### config.mk
export PLATFORM = sky130hd
export DESIGN_NAME = sram_controller
export DESIGN_NICKNAME = d
export VERILOG_FILES = /design/src/rtl/sram_pkg.sv /design/src/rtl/sram_wait_counter.sv /design/src/rtl/sram_controller.sv
export SDC_FILE = /design/constraint.sdc
export NUM_CORES = 1
export LEC_CHECK = 0
export ABC_AREA = 1
export ABC_CLOCK_PERIOD_IN_PS = 1980
export CAP_MARGIN = 0
export CORE_MARGIN = 2
export CORE_UTILIZATION = 40
export DETAILED_ROUTE_END_ITERATION = 8
export PLACE_DENSITY = 0.74
export SKIP_CTS_REPAIR_TIMING = 1
export SLEW_MARGIN = 20
export SYNTH_ARGS = -nofsm -noshare
export SYNTH_HDL_FRONTEND = slang
export SYNTH_SLANG_ARGS = --single-unit
### constraint.sdc
create_clock -name clk -period 1.98 [get_ports clk]
set_input_delay 0.396 -clock clk [delete_from_list [all_inputs] [get_ports clk]]
set_output_delay 0.396 -clock clk [all_outputs]
set_load 0.02 [all_outputs]
### src/rtl/sram_pkg.sv
// Shared definitions for the SRAM data-memory controller.
//   state_t           : controller FSM encoding (IDLE / LOW / HIGH / DONE)
//   DEFAULT_BASE_ADDR : CPU byte address that maps to SRAM word 0
//   SRAM_DW           : SRAM data bus width
//   byte_to_word()    : CPU byte address -> 32-bit word index (wraps below base)
package sram_pkg;

  typedef enum logic [1:0] {
    ST_IDLE,
    ST_LOW,
    ST_HIGH,
    ST_DONE
  } state_t;

  localparam logic [31:0] DEFAULT_BASE_ADDR = 32'd1024;
  localparam int          SRAM_DW           = 16;

  // Unsigned subtract on purpose: addresses below the base wrap around.
  function automatic logic [31:0] byte_to_word(input logic [31:0] byte_addr,
                                               input logic [31:0] base);
    return (byte_addr - base) >> 2;
  endfunction

endpackage

### src/rtl/sram_wait_counter.sv
// Loadable down-counter timing one 16-bit SRAM phase.
//   clk, rst : clock, asynchronous active-low reset
//   load     : preload WAIT_CYCLES (takes priority over en)
//   en       : count down, saturating at zero
//   last     : count is zero, i.e. this is the final cycle of the phase
module sram_wait_counter #(
  parameter int WAIT_CYCLES = 1
) (
  input  logic clk,
  input  logic rst,
  input  logic load,
  input  logic en,
  output logic last
);

  localparam logic [3:0] PRELOAD = 4'(WAIT_CYCLES);

  logic [3:0] count_q;

  // NOTE: clocked state is written with <= so every register samples the
  // pre-edge values of its sources, whatever the order of the statements.
  always_ff @(posedge clk or negedge rst) begin
    if (!rst) begin
      count_q <= '0;
    end else if (load) begin
      count_q <= PRELOAD;
    end else if (en && (count_q != 4'd0)) begin
      count_q <= count_q - 4'd1;
    end
  end

  assign last = (count_q == 4'd0);

endmodule

### src/rtl/sram_controller.sv
// Data-memory controller: turns one 32-bit CPU load/store into two 16-bit
// accesses to an asynchronous SRAM, low half first. ready drops while an
// access is in flight so the pipeline freezes.
//   clk, rst              : clock, asynchronous active-low reset
//   wr_en, rd_en          : store / load request (store wins if both set)
//   address, write_data   : CPU byte address and store data
//   read_data, ready      : load result, 0 = pipeline must freeze
//   sram_addr             : halfword address {word, half}
//   sram_dq_out/_oe/_in   : pad data out, output enable, data in
//   sram_we_n             : active-low write strobe
// Optional: define SRAM_WORD_BUFFER_EN for a one-entry word buffer that
// answers repeated reads of the last accessed word with zero latency.
module sram_controller
  import sram_pkg::*;
#(
  parameter logic [31:0] BASE_ADDR   = DEFAULT_BASE_ADDR,
  parameter int          WAIT_CYCLES = 1,
  parameter int          SRAM_AW     = 18
) (
  input  logic               clk,
  input  logic               rst,
  input  logic               wr_en,
  input  logic               rd_en,
  input  logic [31:0]        address,
  input  logic [31:0]        write_data,
  output logic [31:0]        read_data,
  output logic               ready,
  output logic [SRAM_AW-1:0] sram_addr,
  output logic [SRAM_DW-1:0] sram_dq_out,
  output logic               sram_dq_oe,
  input  logic [SRAM_DW-1:0] sram_dq_in,
  output logic               sram_we_n
);

  state_t             state_q, state_d;
  logic               cmd_write_q;
  logic [SRAM_AW-2:0] word_q;
  logic [31:0]        wdata_q;
  logic [31:0]        rdata_q;
  logic               request, hit, start;
  logic               cnt_load, cnt_en, last;
  logic               active;

  assign request = wr_en | rd_en;

`ifdef SRAM_WORD_BUFFER_EN
  logic        buf_valid_q;
  logic [31:0] buf_tag_q, buf_data_q, tag_q;

  assign hit = (state_q == ST_IDLE) && rd_en && !wr_en && buf_valid_q &&
               (buf_tag_q == byte_to_word(address, BASE_ADDR));
`else
  assign hit = 1'b0;
`endif

  assign start = (state_q == ST_IDLE) && request && !hit;

  // NOTE: every output of a combinational block gets a default first so no
  // path leaves it unassigned (which would infer a latch).
  always_comb begin
    state_d  = state_q;
    cnt_load = 1'b0;
    cnt_en   = 1'b0;
    unique case (state_q)
      ST_IDLE: begin
        if (start) begin
          state_d  = ST_LOW;
          cnt_load = 1'b1;
        end
      end
      ST_LOW: begin
        cnt_en = 1'b1;
        if (last) begin
          state_d  = ST_HIGH;
          cnt_load = 1'b1;
        end
      end
      ST_HIGH: begin
        cnt_en = 1'b1;
        if (last) state_d = ST_DONE;
      end
      ST_DONE: state_d = ST_IDLE;
      default: state_d = ST_IDLE;
    endcase
  end

  sram_wait_counter #(
    .WAIT_CYCLES(WAIT_CYCLES)
  ) u_wait (
    .clk (clk),
    .rst (rst),
    .load(cnt_load),
    .en  (cnt_en),
    .last(last)
  );

  always_ff @(posedge clk or negedge rst) begin
    if (!rst) state_q <= ST_IDLE;
    else      state_q <= state_d;
  end

  always_ff @(posedge clk or negedge rst) begin
    if (!rst) begin
      cmd_write_q <= 1'b0;
      word_q      <= '0;
      wdata_q     <= '0;
      rdata_q     <= '0;
    end else begin
      if (start) begin
        cmd_write_q <= wr_en;
        word_q      <= (SRAM_AW-1)'(byte_to_word(address, BASE_ADDR));
        wdata_q     <= write_data;
      end
      // Sample the pad on the final cycle of each phase, when it has had
      // the full wait time to settle.
      if (!cmd_write_q && last) begin
        if (state_q == ST_LOW)  rdata_q[15:0]  <= sram_dq_in;
        if (state_q == ST_HIGH) rdata_q[31:16] <= sram_dq_in;
      end
`ifdef SRAM_WORD_BUFFER_EN
      if (hit) rdata_q <= buf_data_q;
`endif
    end
  end

`ifdef SRAM_WORD_BUFFER_EN
  always_ff @(posedge clk or negedge rst) begin
    if (!rst) begin
      buf_valid_q <= 1'b0;
      buf_tag_q   <= '0;
      buf_data_q  <= '0;
      tag_q       <= '0;
    end else begin
      if (start) tag_q <= byte_to_word(address, BASE_ADDR);
      if (state_q == ST_DONE) begin
        buf_valid_q <= 1'b1;
        buf_tag_q   <= tag_q;
        buf_data_q  <= cmd_write_q ? wdata_q : rdata_q;
      end
    end
  end

  assign read_data = hit ? buf_data_q : rdata_q;
`else
  assign read_data = rdata_q;
`endif

  assign ready = ~request | (state_q == ST_DONE) | hit;

  // Strobes decode straight from the asynchronously reset state register,
  // so asserting rst releases the bus without waiting for a clock edge.
  assign active      = (state_q == ST_LOW) || (state_q == ST_HIGH);
  assign sram_we_n   = ~(active & cmd_write_q);
  assign sram_dq_oe  = active & cmd_write_q;
  assign sram_addr   = {word_q, (state_q == ST_HIGH)};
  assign sram_dq_out = (state_q == ST_HIGH) ? wdata_q[31:16] : wdata_q[15:0];

endmodule

; Word level (Yosys, flattened, before mapping)
; Index checks and enable logic that the tools add are counted.
; W data, S select, Z words.
[op_classes]
bitwise_logic = 5
n_mux = 11
n_addsub = 2
n_eq_ne = 6
n_reduce_logical = 13
[op_table]
columns = cell, n
row1 = $sub A19 B11 Y19 const B, 1
row2 = $mux W16, 1
row3 = $mux W4, 2
row4 = $pmux W2 S4, 1
row5 = $mux W2, 3
row6 = $eq A2 B2 Y1 const B, 2
row7 = $logic_not A4 Y1, 1
row8 = $ne A2 B2 Y1 const B, 2
row9 = $reduce_and A2 Y1, 2
row10 = $reduce_bool A4 Y1, 1
row11 = $sub A4 B1 Y4 const B, 1
row12 = $logic_and A1 B1 Y1, 3
row13 = $mux W1, 3
row14 = $reduce_and A3 Y1, 1
row15 = $eq A2 B1 Y1 const B, 1
row16 = $logic_not A2 Y1, 1
row17 = $ne A2 B1 Y1 const B, 1
row18 = $not A1 Y1, 2
row19 = $or A1 B1 Y1, 2
row20 = $pmux W1 S2, 1
row21 = $reduce_bool A2 Y1, 1
row22 = $reduce_or A2 Y1, 1
row23 = $and A1 B1 Y1, 1
row24 = $logic_not A1 Y1, 1
row25 = $logic_or A1 B1 Y1, 1
[word_totals]
out_inout_bits = 69
reg_bits = 88
in_bits = 84
wordCells = 44

; Longest topological paths before layout
; Gate-level depths: netlist of run 1.
[logic_depth]
depth_word = 6
mapped_depth = 8
ltp_nobuf = 8

; Modules after synthesis
; Synthesis of run 1 repeated with hierarchy kept, for this count alone.
[hier_totals]
cells_unflattened = 463
hier_area_um2 = 3870.0
[modules_own_cells]
columns = module, area_each_um2, instances, cells_per_inst, seq_area_each_um2
row1 = sram_controller, 3614.7, 1, 428, 2102.0
row2 = sram_wait_counter, 255.2, 1, 35, 100.1

; Worst setup path after synthesis of run 1
; Ideal clock, no wire load.
[synth_timing]
kind = flip-flop to output port
startpoint = register state_q[0]
endpoint = output port sram_dq_out[10]
path_slack_ns = 0.089
path_stages_with_launch = 8
t_required_ns = 1.584
path_buffers = 2
arrival_time_ns = 1.495
path_cell_list = dfrtp_1 -> inv_1 -> ha_1 -> buf_2 -> inv_1 -> buf_2 -> nand2_1 -> nand2_1
[synth_between]
elab_chain_len = 2
[synth_rtl]
columns = item, line
row1 = start: declaration, sram_controller.sv:35  ; state_t state_q, state_d;
row2 = start signal: assignment, sram_controller.sv:99  ; else state_q <= state_d;
row3 = $eq A2 B2 Y1, -
row4 = named net sram_addr[0], sram_controller.sv:28  ; output logic [SRAM_AW-1:0] sram_addr,
row5 = $mux W16, sram_controller.sv:156  ; assign sram_dq_out = (state_q == ST_HIGH) ? wdata_q[31:16] : wdata_q[15:0];
row6 = end: declaration, sram_controller.sv:29  ; output logic [SRAM_DW-1:0] sram_dq_out,
; The timed path passes the listed nets, and every way through them passes these cells.

; Worst setup path after layout of run 1
[layout_timing]
startpoint = register state_q[1]
endpoint = output port sram_we_n
[layout_between]
elab_chain_len = 4
elab_cells_between_ends = 5
cone_classes = eq/ne: 2 / bitwise: 2 / reduce/logical: 1
[layout_rtl]
columns = item, line
row1 = $eq A2 B1 Y1 / $eq A2 B2 Y1 (equally long branches), sram_controller.sv:152  ; assign active = (state_q == ST_LOW) || (state_q == ST_HIGH);
row2 = $logic_or A1 B1 Y1 (*), sram_controller.sv:152
row3 = $and A1 B1 Y1 (*), sram_controller.sv:153  ; assign sram_we_n = ~(active & cmd_write_q);
row4 = $not A1 Y1 (*), sram_controller.sv:153
row5 = end: declaration, sram_controller.sv:32  ; output logic sram_we_n
; Mark *: on every way between the ends. The rest lies on a longest branch, timed or not.

==> reports/summary.txt, run 1 <==
Run status: finished with violations
Violated checks: hold timing
Met1 track demand over resource in global routing: 0.2357
Max Clock Freq: 0.5216 GHz
Synth Area in Compound Gates: 0.08882
Combinational Power Share: 0.546
Detailed-routing iteration count for the pre-antenna-repair pass: 7
Maximum capacitance violations: 0
CP required: 1.58 ns
Start point of the critical path: state_q[1]
Num CTS Buffers: 9
Effective utilization at floorplan: 0.4122
Count of antenna diodes in the layout: 0
Finished Cell Area: 0.005777 mm2
GR peak layer: met2
Headroom to the max-slew limit: 0.6991
Synthesized instance count: 478
Met3 track demand over resource in global routing: 0.03697
Number of cells after detailed placement: 746
Maximum fanout encountered on the critical timing path: 3
XOR/XNOR Fraction of Synth Area: 0
Summed instance area of the synthesized netlist: 0.004029 mm2
Largest net degree at the start of global routing: 48
Hold Fails Final Rpt: 16
Area fraction in and, or, nand and nor cells after synthesis: 0.2720
Htree depth: 3
Hold crit path type: primary input to async pin
Hold_ws: -0.01614 ns
Clock root buffer: clkbuf_8
CP endpoint kind: output pin
Crit Path Class: register to output pin
All-Layer GR Usage: 0.1935
Nets: 714
Final ANT Viol Nets: 0
Largest family of logic cells by synthesized area: simple AND/OR/NAND/NOR gates
Final count of negative-setup-slack endpoints: 0
Crit-path max cell delay: 0.41 ns
Maximum root-to-sink buffer count: 2
Static Leakage: 2.977 nW
DRC marker count from the first detailed-route iteration: 139
Share of the yosys chip area belonging to registers: 0.5466
Fraction of synthesized area in multiplexers: 0
Cells traversed along the worst timing path: buf_4 > inv_1 > ha_1 > nand2_1 > dlymetal6s2s_1
Clock transition at the register clock pins on the worst setup and hold paths after CTS: 0.09 ns
Capturing instance or port of the critical path: sram_we_n
Fraction of registers with async set/reset: 1.000
Area of the die: 0.01089 mm2
Horizontal die dimension: 104.4 um
Post-synth EDFFs: 0
Sw power: 4.209 mW
Setup slack of the most critical reg-to-reg path: 0.22 ns
Count of different cell masters after synthesis: 20
Count of non-filler cells in the finished layout: 762
WP buf/inv: 3
Post-placement worst setup slack: -0.1530 ns
Leading cell types by count after synthesis: nand2_1 (240), dfrtp_1 (88), inv_1 (38)
Clock sink total: 88
Total Wirelength: 10.15 mm
Pwr/cell area: 1703 mW/mm2
Cell with the largest stage delay on the worst path: dfrtp_1
Net Count, Synth: 568
Instance area after placement: 0.005612 mm2
Global-route wire length before repair: 17.26 mm
Avg Cell Area, Syn: 8.429 um2
TritonCTS clock tree: built
Switching share of power: 0.4277
Share of the clock period used by the worst path after layout: 0.9684
Filler Cell Count: 883
Max-slew violation count: 0
Flop pwr share: 0.324
Power share of the clock group: 0.130
Placed wire-length estimate after detailed placement: 7.348 mm
Global placement routability congestion: 0.8629
Utilization after layout: 0.5910
Final setup margin: 0.06264 ns
Area growth from synthesis to final layout: 43.39%
Total I/O pin count: 153
Cell row count: 36
GRT Residual Overflow: 0
Stages on worst setup path: 5
Data arrival time of the critical path: 1.52 ns
Yosys warns: 0
Worst ir drop on vdd: 0.8302 mV
Critical path startpoint category: register
Synth Flop Type: dfrtp_1
Vias in the first global route: 3659
Reg2Reg Capture Point: read_data[26]
Count of cells along the worst register-to-register path: 7
Startpoint of the most critical register-to-register path: u_wait.count_q[0]
Internal power component: 5.631 mW
Flop and latch count out of synthesis: 88
Number of antenna violations at the first check in global routing: 0
Final critical delay including setup and external delays: 1.917 ns
Height of the die: 104.4 um
Core footprint: 0.009774 mm2
IO Port Bufs: 137
Cell with the most instances after synthesis: nand2_1
Source-to-sink clock delay at the later pin of the worst-skew pair: 0.35 ns
Top cell type by total area after synthesis: dfrtp_1
Detail-routed via count per cell: 4.707
Fraction of layout instances using a drive strength above 1: 0.1415
Top cell type's share of synthesized area: 0.5466
Adder-cell share of the synthesized area: 0.01863
Residual DRC count: 0
Via Count: 3587
Unrepaired setup endpoints after global routing: true
Met2 usage: 0.3329
Worst clock skew: 0.01470 ns
Delay-heaviest family, CP: buffers and inverters
Ranking of synthesized cells by area: dfrtp_1 (55%), nand2_1 (22%), o21ai_2 (6.3%)
Detailed-route wire length per cell: 13.33 um
Pin slew with the least headroom to its limit: 0.4513 ns
==> logic make-up after synthesis <==
family,count (synthesis)
compound gates,49
fa+ha+maj,6
buf+inv,61
flops,88
simple gates,274
==> stage by stage <==
step                      power, mW  setup TNS, ns
after CTS                     10.12         -7.774
after global routing          10.57       -0.02938
final                         9.840              0
after floorplan               6.268              0
after global placement        8.619        -0.1641
after detailed placement      8.781        -0.6168
==> placed cells by master, fill, tap and decap left out, drive strengths merged <==
master	instances
a21oi	4
nand2	240
buf	19
or2	2
nand3b	1
clkinvlp	3
o21ai	42
clkbuf	26
dfrtp	88
nand4	1
nand3	15
clkdlybuf4s50	116
inv	42
dlymetal6s2s	5
a31oi	3
bufinv	1
nor2	15
ha	6
==> flip-flops by register name, summed over array words and instances (netlist names) <==
name	count
u_wait.count_q	4
read_data	32
wdata_q	32
cmd_write_q	1
state_q	2
word_q	17
==> final cells by class <==
cell class | count | area, um2 | area share
Timing Repair Buffer | 154 | 1491 | 0.2582
Multi-Input combinational cell | 329 | 1549 | 0.2681
Clock inverter | 4 | 52.55 | 0.009097
Tap cell | 133 | 166.4 | 0.02881
Clock buffer | 12 | 155.1 | 0.02686
Sequential cell | 88 | 2202 | 0.3812
Inverter | 42 | 160.2 | 0.02772
==> how the worst min path moves through the flow <==
| stage | from | end | slack, ns | cells after the start |
|---|---|---|---|---|
| 2_1_floorplan | rst | cmd_write_q | 0.10 | 0 |
| 3_3_place_gp | rst | word_q[8] | 0.37 | 1 |
| 3_5_place_dp | rst | wdata_q[8] | 0.38 | 1 |
| 4_1_cts | rst | word_q[10] | -0.02 | 1 |
| 5_1_grt | rst | word_q[10] | 0.003 | 1 |
| 6_report | rst | wdata_q[8] | -0.02 | 1 |
==> power groups by stage <==
stage	clock network [mW]	registers [mW]	logic [mW]
final	1.28	3.19	5.37
after global routing	1.38	3.30	5.89
after CTS	1.32	3.18	5.61
after detailed placement	0	3.20	5.59
after global placement	0	3.17	5.45
after floorplan	0	3.77	2.50
==> metal layers <==
metal | vias to the layer above | wire length [um] | part of all wire
met1 | 1721 | 4242 | 0.42
met3 | 20 | 462 | 0.045
li1 | 1757 | - | -
met4 | 0 | 246 | 0.024
met5 | - | 0 | 0
met2 | 89 | 5201 | 0.51
No activity file was read; power rests on OpenSTA's default activity.
==> run 2: changes to the inputs <==
Settings changed: ABC_CLOCK_PERIOD_IN_PS 1980 to unset.
Clock period 1.98 ns to 2.45 ns, I/O delays scaled along.
==> run 2 against run 1 <==
The flow now finishes without violations. Via count down 2.4%. Clock skew shrank 0.0068 ns. First-iteration DRC count fell by 18%. Critical path depth down 1.
==> reports/summary.txt, run 2 (synthesis gave the netlist of run 1 again) <==
Setup slack of the most critical reg-to-reg path: 0.68 ns (was 0.22 ns)
Area of the die: 0.01089 mm2 (unchanged)
All-Layer GR Usage: 0.1952 (was 0.1935)
Detailed-routing iteration count for the pre-antenna-repair pass: 4 (was 7)
Critical path startpoint category: register (unchanged)
Detailed-route wire length per cell: 13.39 um (was 13.33 um)
Global-route wire length before repair: 17.26 mm (about the same)
IO Port Bufs: 137 (unchanged)
Max Clock Freq: 0.4268 GHz
Final ANT Viol Nets: 0 (unchanged)
Hold_ws: 0.09455 ns (was -0.01614 ns)
Placed wire-length estimate after detailed placement: 7.077 mm (was 7.348 mm)
Height of the die: 104.4 um (unchanged)
Share of the clock period used by the worst path after layout: 0.9564
GRT Residual Overflow: 0 (unchanged)
Maximum root-to-sink buffer count: 2 (unchanged)
Clock root buffer: clkbuf_8 (unchanged)
Total Wirelength: 10.07 mm (was 10.15 mm)
Vias in the first global route: 3569 (was 3659)
Area taken by multi-input logic gates: 0.001539 mm2 (was 0.001549 mm2)
Headroom to the max-slew limit: 0.4394 (was 0.6991)
Worst clock skew: 0.007942 ns (was 0.01470 ns)
Clock transition at the register clock pins on the worst setup and hold paths after CTS: 0.09 ns (about the same)
Effective utilization at floorplan: 0.4122 (unchanged)
Total power of the final layout: 7.858 mW (was 9.840 mW)
DRC marker count from the first detailed-route iteration: 114 (was 139)
Global placement routability congestion: 0.8191 (was 0.8629)
Count of antenna diodes in the layout: 0 (unchanged)
Residual DRC count: 0 (unchanged)
Cell row count: 36 (unchanged)
Nets: 705 (was 714)
Via Count: 3502 (was 3587)
Horizontal die dimension: 104.4 um (unchanged)
Fraction of layout instances using a drive strength above 1: 0.1002 (was 0.1415)
Routed length on met2: 5.093 mm (was 5.201 mm)
Sequential Area: 0.002202 mm2 (unchanged)
Reg2Reg Capture Point: word_q[11] (was read_data[26])
Core footprint: 0.009774 mm2 (unchanged)
Routed wl met3: 524 um (was 462 um)
Number of antenna violations at the first check in global routing: 0 (unchanged)
Most common library cell in the layout ignoring fill and taps: nand2_1 (unchanged)
Commonest cells after routing, fill and taps aside: nand2_1 (240), clkdlybuf4s50_1 (118), dfrtp_1 (88) (was nand2_1 (240), clkdlybuf4s50_1 (116), dfrtp_1 (88))
Pin slew with the least headroom to its limit: 0.8397 ns (was 0.4513 ns)
Final count of negative-setup-slack endpoints: 0 (unchanged)
Largest net degree at the start of global routing: 52 (was 48)
Maximum fanout encountered on the critical timing path: 5 (was 3)
Num CTS Buffers: 9 (unchanged)
Data arrival time of the critical path: 1.85 ns (was 1.52 ns)
Max-slew violation count: 0 (unchanged)
Source-to-sink clock delay at the later pin of the worst-skew pair: 0.35 ns (about the same)
Count of cells along the worst register-to-register path: 6 (was 7)
Htree depth: 3 (unchanged)
Hold crit path type: primary input to async pin (unchanged)
Detail-routed via count per cell: 4.657 (was 4.707)
Hold Fails Final Rpt: 0 (was 16)
Total I/O pin count: 153 (unchanged)
TritonCTS clock tree: built (unchanged)
Met1 Wirelength: 4.159 mm (was 4.242 mm)
Clock sink total: 88 (unchanged)
Pwr/cell area: 1362 mW/mm2 (was 1703 mW/mm2)
Maximum capacitance violations: 0 (unchanged)
Run status: finished, final reports clean (was finished with violations)
Startpoint of the most critical register-to-register path: state_q[0] (was u_wait.count_q[0])
Top metal layer carrying routed signals: met4 (unchanged)
CP required: 1.96 ns (was 1.58 ns)
CP endpoint kind: output pin (unchanged)
Final critical delay including setup and external delays: 2.343 ns
Area growth from synthesis to final layout: 43.20% (was 43.39%)
Filler Cell Count: 886 (was 883)
Static Leakage: 3.084 nW (was 2.977 nW)
Worst ir drop on vdd: 0.5420 mV (was 0.8302 mV)
Crit Path Class: register to output pin (unchanged)
[run 2: changes by cell type in the layout (fill, tap and decap cells not counted), moves of 2 or more]
cell / previous run / this run
buf_4: 13 / 5
clkbuf_2: 14 / 0
clkdlybuf4s50_1: 116 / 118
clkinv_2: 0 / 3
clkinvlp_4: 3 / 0
dlymetal6s2s_1: 5 / 18
inv_1: 36 / 38
inv_2: 5 / 3
[run 2: per-stage QoR]
step	instance area (um2)	utilization	instances	TNS, ns	setup WS (ns)
finish	5769	0.5902	752	0	0.1068
global placement	5532	0.5659	737	0	0.1388
CTS	5718	0.5850	752	-1.912	-0.1436
floorplan	4029	-	478	0	0.4652
global route	5769	0.5902	752	-0.001502	-0.001502
detailed placement	5532	0.5659	737	0	0.1436
[run 2: final cells by class]
type                            count  share of cell area
Tap cell                          133             0.02884
Inverter                           42             0.02776
Clock buffer                       11             0.02451
Sequential cell                    88              0.3817
Timing Repair Buffer              145              0.2626
Clock inverter                      4            0.007807
Multi-Input combinational cell    329              0.2668
[run 2: metal layers]
metal  vias to the layer above  GRT usage
met3                        20    0.04135
met1                      1659     0.2329
met5                         -          0
met4                         0     0.1023
met2                        86     0.3305
li1                       1737          -
[run 2: report_power, final]
part / total [mW] / switching (mW) / internal (mW)
sequential: 2.58 / 0.398 / 2.18
combinational: 4.30 / 2.43 / 1.88
clock: 0.978 / 0.489 / 0.489
total: 7.86 / 3.31 / 4.54
[run 2: critical path: stages, from the launching register on]
cell and delay [ns]:
dfrtp_1 0.42, inv_1 0.10, ha_1 0.21, buf_4 0.17
clkdlybuf4s50_1 0.60
[run 2: worst max-delay path by stage]
stage	startpoint	end	slack, ns	cells after the start
floorplan	state_q[0]	sram_dq_out[10]	0.47	7
global placement	rd_en	ready	0.14	4
detailed placement	wr_en	ready	0.14	4
CTS	state_q[0]	sram_dq_out[5]	-0.14	6
global route	state_q[0]	sram_addr[0]	-0.002	4
finish	state_q[0]	sram_addr[0]	0.11	4
==> run 3: changes to the inputs <==
Settings changed: GPL_TIMING_DRIVEN set to 0.
==> run 3 against run 2 <==
Critical path depth unchanged. Clock skew rose by 0.0033 ns. Clock-buffer cell count up 1. Critical path type is now primary input to output pin. Largest cell class unchanged.
==> reports/summary.txt, run 3 (synthesis gave the netlist of run 1 again) <==
Run status: finished, final reports clean (unchanged)
Commonest cells after routing, fill and taps aside: nand2_1 (240), clkdlybuf4s50_1 (118), dfrtp_1 (88) (unchanged)
Maximum root-to-sink buffer count: 2 (unchanged)
Hold crit path type: primary input to async pin (unchanged)
Worst clock skew: 0.01127 ns (was 0.007942 ns)
Cells traversed along the worst timing path: clkdlybuf4s50_1 > nor2_1 > or2_2 > clkdlybuf4s50_1 (was inv_1 > ha_1 > buf_4 > clkdlybuf4s50_1)
Setup slack of the most critical reg-to-reg path: 0.92 ns (was 0.68 ns)
Start point of the critical path: wr_en (was state_q[0])
Cell row count: 36 (unchanged)
Filler Cell Count: 883 (was 886)
Placed wire-length estimate after detailed placement: 8.012 mm (was 7.077 mm)
Htree depth: 3 (unchanged)
Pin slew with the least headroom to its limit: 0.5343 ns (was 0.8397 ns)
Detailed-routing iteration count for the pre-antenna-repair pass: 4 (unchanged)
Fraction of layout instances using a drive strength above 1: 0.1345 (was 0.1002)
Effective utilization at floorplan: 0.4122 (unchanged)
Crit-path max cell delay: 0.53 ns (was 0.60 ns)
WP buf/inv: 2 (was 3)
Reg2Reg Capture Point: state_q[0] (was word_q[11])
Power share of the clock group: 0.128 (was 0.124)
Switching share of power: 0.4293 (was 0.4217)
TritonCTS clock tree: built (unchanged)
All-Layer GR Usage: 0.2030 (was 0.1952)
Crit Path Class: primary input to output pin (was register to output pin)
Stages on worst setup path: 4 (unchanged)
Clock root buffer: clkbuf_8 (unchanged)
Sw power: 3.392 mW (was 3.314 mW)
Detail-routed via count per cell: 4.695 (was 4.657)
Nets: 717 (was 705)
Final critical delay including setup and external delays: 2.383 ns (was 2.343 ns)
Startpoint of the most critical register-to-register path: state_q[0] (unchanged)
Source-to-sink clock delay at the later pin of the worst-skew pair: 0.36 ns (was 0.35 ns)
IO Port Bufs: 137 (unchanged)
Maximum capacitance violations: 0 (unchanged)
Num CTS Buffers: 9 (unchanged)
Cell seen most often among critical-path stages: clkdlybuf4s50_1
Final ANT Viol Nets: 0 (unchanged)
Vias in the first global route: 3737 (was 3569)
Finished Cell Area: 0.005787 mm2 (was 0.005769 mm2)
Critical path startpoint category: primary input (was register)
Horizontal die dimension: 104.4 um (unchanged)
Unrepaired setup endpoints after global routing: false
Count of cells along the worst register-to-register path: 7 (was 6)
Final count of negative-setup-slack endpoints: 0 (unchanged)
Maximum fanout encountered on the critical timing path: 3 (was 5)
Pwr/cell area: 1366 mW/mm2 (was 1362 mW/mm2)
Clock sink total: 88 (unchanged)
Height of the die: 104.4 um (unchanged)
CP endpoint kind: output pin (unchanged)
Final setup margin: 0.06719 ns (was 0.1068 ns)
Combinational Power Share: 0.544 (was 0.548)
Core footprint: 0.009774 mm2 (unchanged)
Hold Fails Final Rpt: 0 (unchanged)
Area of the die: 0.01089 mm2 (unchanged)
Total I/O pin count: 153 (unchanged)
Post-placement worst setup slack: -0.2544 ns (was 0.1436 ns)
Area growth from synthesis to final layout: 43.63% (was 43.20%)
Count of antenna diodes in the layout: 0 (unchanged)
Global placement routability congestion: 0.8914 (was 0.8191)
Detailed-route wire length per cell: 13.87 um (was 13.39 um)
Capturing instance or port of the critical path: ready (was sram_addr[0])
Headroom to the max-slew limit: 0.6438 (was 0.4394)
GRT Residual Overflow: 0 (unchanged)
Data arrival time of the critical path: 1.89 ns (was 1.85 ns)
Number of antenna violations at the first check in global routing: 0 (unchanged)
DRC marker count from the first detailed-route iteration: 184 (was 114)
CP required: 1.96 ns (about the same)
Worst ir drop on vdd: 0.4954 mV (was 0.5420 mV)
Total Wirelength: 10.61 mm (was 10.07 mm)
Most common library cell in the layout ignoring fill and taps: nand2_1 (unchanged)
Global-route wire length before repair: 17.64 mm (was 17.26 mm)
Internal power component: 4.510 mW (was 4.544 mW)
Instance area after placement: 0.005592 mm2 (was 0.005532 mm2)
Largest net degree at the start of global routing: 51 (was 52)
Max-slew violation count: 0 (unchanged)
Clock transition at the register clock pins on the worst setup and hold paths after CTS: 0.09 ns (about the same)
Max Clock Freq: 0.4197 GHz (was 0.4268 GHz)
Residual DRC count: 0 (unchanged)
Flop pwr share: 0.328 (about the same)
Via Count: 3592 (was 3502)
Cell with the largest stage delay on the worst path: clkdlybuf4s50_1 (unchanged)
Static Leakage: 3.023 nW (was 3.084 nW)
Share of the clock period used by the worst path after layout: 0.9726 (was 0.9564)
Delay-heaviest family, CP: buffers and inverters (unchanged)
==> run 3: changes by cell type in the layout (fill, tap and decap cells not counted), sizes merged <==
cell / previous run / this run
clkinv: 3 / 1
clkbuf: 11 / 21
dlymetal6s2s: 18 / 9
buf: 9 / 21
clkinvlp: 0 / 2
==> run 3: worst min-delay path by stage <==
stage,cells past startpoint,end,slack (ns),startpoint
after detailed placement,2,wdata_q[23],0.47,wdata_q[23]
after floorplan,0,cmd_write_q,0.19,rst
after global routing,1,word_q[9],0.13,rst
after global placement,2,word_q[3],0.46,word_q[3]
final,1,word_q[9],0.1,rst
after CTS,1,word_q[9],0.11,rst
==> run 3: layout make-up <==
class	count	area, um2	share of cell area
plain buffers	19	148.9	0.02573
clock buffers	12	145.1	0.02508
clock inverters	4	53.80	0.009297
inverters	42	162.7	0.02811
multi-input cells	329	1534	0.2651
flip-flops and latches	88	2202	0.3805
well taps	133	166.4	0.02876
repair buffers	138	1374	0.2374
==> run 3: power by group through the flow <==
stage | combinational, mW | sequential, mW | clock (mW)
4_1_cts | 4.43 | 2.59 | 1.04
2_1_floorplan | 2.02 | 3.04 | 0
5_1_grt | 4.70 | 2.68 | 1.10
3_3_place_gp | 4.32 | 2.59 | 0
3_5_place_dp | 4.42 | 2.60 | 0
6_report | 4.30 | 2.59 | 1.01
==> run 3: routing by layer <==
layer,vias to the layer above,wire length [um],GRT usage
li1,1767,-,-
met1,1707,4433,0.2559
met2,104,5363,0.3417
met3,14,595,0.03697
met4,0,219,0.08687
met5,-,0,0
==> run 3: per-stage QoR <==
stage	power, mW	utilization	cells	TNS (ns)	hold slack (ns)
2_1_floorplan	5.066	-	478	0	0.1944
3_3_place_gp	6.906	0.5695	748	-208.05	0.4641
3_5_place_dp	7.026	0.5721	749	-2.300	0.4650
4_1_cts	8.063	0.5924	765	-8.697	0.1126
5_1_grt	8.474	0.5920	765	0	0.1346
6_report	7.902	0.5920	765	0	0.09889
==> RTL edit 1 (config.mk and constraints of run 2) <==
The option `SRAM_WORD_BUFFER_EN` is turned on by a define.
--- a/src/rtl/sram_controller.sv
+++ b/src/rtl/sram_controller.sv
@@ -10,6 +10,8 @@
 //   sram_we_n             : active-low write strobe
 // Optional: define SRAM_WORD_BUFFER_EN for a one-entry word buffer that
 // answers repeated reads of the last accessed word with zero latency.
+`define SRAM_WORD_BUFFER_EN
+
 module sram_controller
   import sram_pkg::*;
 #(
Function: changed (Yosys sat finds a counterexample within 10 cycles, from zero or initial values and one cycle with rst low).
==> RTL edit 1 against run 2 <==
  * The run now ends with setup timing left
  * First-iteration DRC count grew to 8.2 times the old value
  * Area after synthesis is 120% higher
  * Wire length grew to 2.9 times the old value
  * Cell area is 120% higher
  * Die area is 110% higher
  * Sequential cell count is 76 higher
  * Power is 89% higher
  * Synthesized cell count grew to 2.5 times the old value
  * Combinational power is 65% higher
  * Setup slack worse by 0.93 ns
==> RTL edit 1: results (changes against run 2) <==
outcome: complete, but fails checks
failing checks: setup timing
seq pwr: 4.96 mW (+92%)
static leakage power: 6.449 nW (+110%)
fraction of area in multi-input gates: 35.49% (+8.8 points)
first-pass GRT wire length: 44840 um (+160%)
clock power share: 18.6% (+6.2 points)
r2r endpoint: wdata_q[15]
clock tree root driver cell: clkbuf_16
CTS sink count: 164 (+86%)
CTS H-tree lvls: 4 (+1)
final setup vio count: 131 (+131)
crit path capture: read_data[29]
Crit path largest cell delay: 0.20 ns (-0.40 ns)
Vias: 9154 (+160%)
Synth cell types: 34 (+70%)
CP max-delay cell: nand3_4
Non-clock buffer share: 21.70% (-4.6 points)
# fillers: 1956 (+120%)
Post-Syn Nets: 1307 (+130%)
via-per-instance ratio: 5.273 (+13%)
share of layout cells above drive strength 1: 23.97% (+14 points)
Syn Area/Cell: 7.278 um2 (-14%)
wire length on met2: 13860 um (+170%)
compound-gate portion of the synthesized area: 7.897% (-0.99 points)
non-clock buffer count: 279 (+92%)
area delta synth->final: 42.89%
met2 Use GR: 37.95% (+4.9 points)
WP data arrival: 2.79 ns (+0.94 ns)
wire length on met3: 2241 um (+330%)
crit-path max FO: 13 (+8)
CLK BUF: 17 (+6)
Logic inverters: 85 (+100%)
register area: 4104 um2 (+86%)
area post-placement: 11550 um2 (+110%)
Slew @ Worst Pin: 1.019 ns (+0.1798 ns)
placed cells: 1688 (+130%)
fin nets: 1533 (+120%)
xor/xnor share of the synthesized area: 1.215% (+1.2 points)
final worst setup slack: -0.8265 ns (-0.9333 ns)
Port Buffers: 150 (+9.5%)
Switching Share: 43.69% (+1.5 points)
Peak VDD IR: 0.0006691 V (+23%)
multi-input gate count: 896 (+170%)
DPL Wire Length: 20110 um (+180%)
post-synthesis adder-cell area fraction: 0.8476% (-1.0 points)
Pre-antenna DRT Iters: 7 (+3)
Iter 0 DRT Violations: 937 (+720%)
Tot Pwr: 14.83 mW (+89%)
routability cong.: 0.9572 (+17%)
sequential share of the synthesized area: 46.33% (-8.3 points)
-- RTL edit 1: through the flow --
stage | setup TNS, ns | setup slack (ns) | utilization, %
final | -43.70 | -0.8265 | 58.17
after global routing | -60.92 | -0.9551 | 58.17
after CTS | -95.54 | -1.524 | 55.90
after detailed placement | -136.25 | -1.519 | 53.10
after global placement | -129.00 | -1.448 | 53.10
after floorplan | -3.309 | -0.1369 | -
-- RTL edit 1: how the worst min path moves through the flow --
stage | depth (start not counted) | startpoint | slack, ns | to
2_1_floorplan | 0 | rst | 0.19 | buf_data_q[0]
3_3_place_gp | 1 | buf_valid_q | 0.45 | buf_valid_q
3_5_place_dp | 1 | buf_valid_q | 0.46 | buf_valid_q
4_1_cts | 1 | rst | 0.06 | buf_tag_q[7]
5_1_grt | 1 | rst | 0.06 | buf_tag_q[0]
6_report | 1 | rst | 0.03 | buf_tag_q[3]
==> RTL edit 2 (settings of run 2) <==
Made on the original files. Re-encode `state_t` (4 states) as one-hot, 4 bits wide.
--- a/src/rtl/sram_pkg.sv
+++ b/src/rtl/sram_pkg.sv
@@ -5,11 +5,11 @@
 //   byte_to_word()    : CPU byte address -> 32-bit word index (wraps below base)
 package sram_pkg;
 
-  typedef enum logic [1:0] {
-    ST_IDLE,
-    ST_LOW,
-    ST_HIGH,
-    ST_DONE
+  typedef enum logic [3:0] {
+    ST_IDLE = 4'b0001,
+    ST_LOW  = 4'b0010,
+    ST_HIGH = 4'b0100,
+    ST_DONE = 4'b1000
   } state_t;
 
   localparam logic [31:0] DEFAULT_BASE_ADDR = 32'd1024;
Behaviour: no difference found for any inputs over 10 cycles, from zero or initial values and one cycle with rst low; not proved beyond that.
==> RTL edit 2 against run 2 <==
  * Non-clock buffer count increased by 1
  * Sequential share of layout area up 0.86 points
  * Fmax grew 4.4%
  * Clock skew is 0.0055 ns higher
  * Area after synthesis is 0.43% higher
  * Wire length shrank 3.7%
  * Via count is 1.8% higher
  * Cell area is essentially flat
  * Power down 15%
  * Cell count up 2.1%
  * Sequential cell count rose by 2
  * Setup slack better by 0.10 ns
  * Sequential power shrank 4%
  * Highest routed layer unchanged
==> RTL edit 2: results (changes against run 2) <==
outcome: finished, final reports clean
most frequent cells after synthesis: 270 x nand2_1, 89 x dfrtp_1, 38 x o21ai_0, 19 x inv_1, 16 x nand3_1
pre-CTS setup slack: 0.1967 ns (+0.05310 ns)
Synth cell types: 25 (+25%)
share of layout cells above drive strength 1: 6.772% (-3.2 points)
total track usage: 18.37% (-1.2 points)
xor/xnor share of the synthesized area: 0.4329% (+0.43 points)
initial antenna violation count: 0 (unchanged)
largest cells by area after synthesis: dfrtp_1 55%, nand2_1 25%, o21ai_0 4.7%
DPL Wire Length: 6868 um (-3.0%)
Post-Route WL: 9701 um (-3.7%)
clock skew: 0.01347 ns (+0.005523 ns)
M1 GR Usage: 23.74% (+0.45 points)
WP data arrival: 1.75 ns (-0.10 ns)
post-synthesis adder-cell area fraction: 0.6184% (-1.2 points)
sequential share of the synthesized area: 55.69% (+1.0 points)
first-pass GRT wire length: 16470 um (-4.6%)
Post-Syn Nets: 580 (+2.1%)
multiplexer share of the synthesized area: 0% (unchanged)
wire length on met2: 4390 um (-14%)
Clock Latency Late Sink: 0.36 ns
largest net degree at the start of global routing: 53 (+1.9%)
met2 Use GR: 29.55% (-3.5 points)
via-per-instance ratio: 4.642 (-0.32%)
static leakage power: 2.939 nW (-4.7%)
crit-path max FO: 2 (-3)
Clock Tree Buf Depth: 2 (unchanged)
Pre-antenna DRT Iters: 4 (unchanged)
Switching Share: 41.52% (-0.66 points)
Die Width: 104.6 um (+0.21%)
GRT met3 Usage: 5.802% (+1.7 points)
Iter 0 DRT Violations: 137 (+20%)
-- RTL edit 2: changes by cell type after synthesis, moves of 3 or more --
cell,delta
nor2_2,+3
nor2_1,-4
clkbuf_1,+3
o21ai_0,+31
nand2_4,+3
a21oi_1,-4
clkbuf_2,+3
o21ai_1,-3
nand3_1,+4
o21ai_2,-29
nand2_1,+30
ha_1,-4
a31oi_1,-3
inv_1,-19
-- RTL edit 2: power groups by stage --
stage	sequential (mW)	clock, mW	combinational, mW
2_1_floorplan	2.86	0	1.52
3_3_place_gp	2.48	0	3.24
3_5_place_dp	2.49	0	3.31
4_1_cts	2.48	0.978	3.31
5_1_grt	2.55	1.05	3.56
6_report	2.47	0.947	3.24
-- RTL edit 2: area by class of cell --
cell class	count	area, um2	area share, %
flip-flops and latches	90	2253	39.02
clock inverters	7	62.56	1.083
inverters	24	95.09	1.647
multi-input cells	359	1564	27.09
well taps	133	166.4	2.882
clock buffers	9	123.9	2.145
repair buffers	146	1509	26.13
-- RTL edit 2: worst paths after layout --
kind / from / end / slack (ns) / depth (start not counted)
min in group clk: wdata_q[12] / wdata_q[12] / 0.48 / 2
hold reg to reg: wdata_q[12] / wdata_q[12] / 0.48 / 2
setup reg to reg: u_wait.count_q[0] / read_data[22] / 0.73 / 8
setup / recovery: wr_en / ready / 0.21 / 5
hold / removal: rst / cmd_write_q / 0.03 / 1
max in group asynchronous: rst / wdata_q[12] / 1.81 / 2
-- RTL edit 2: metrics by stage --
stage	TNS, ns	cells	area (um2)	utilization, %	total power [mW]
final	0	768	5774	58.80	6.658
after global routing	0	768	5774	58.80	7.162
after CTS	-3.115	768	5722	58.27	6.766
after detailed placement	0	752	5535	56.37	5.802
after global placement	0	752	5535	56.37	5.718
after floorplan	0	494	4046	-	4.383
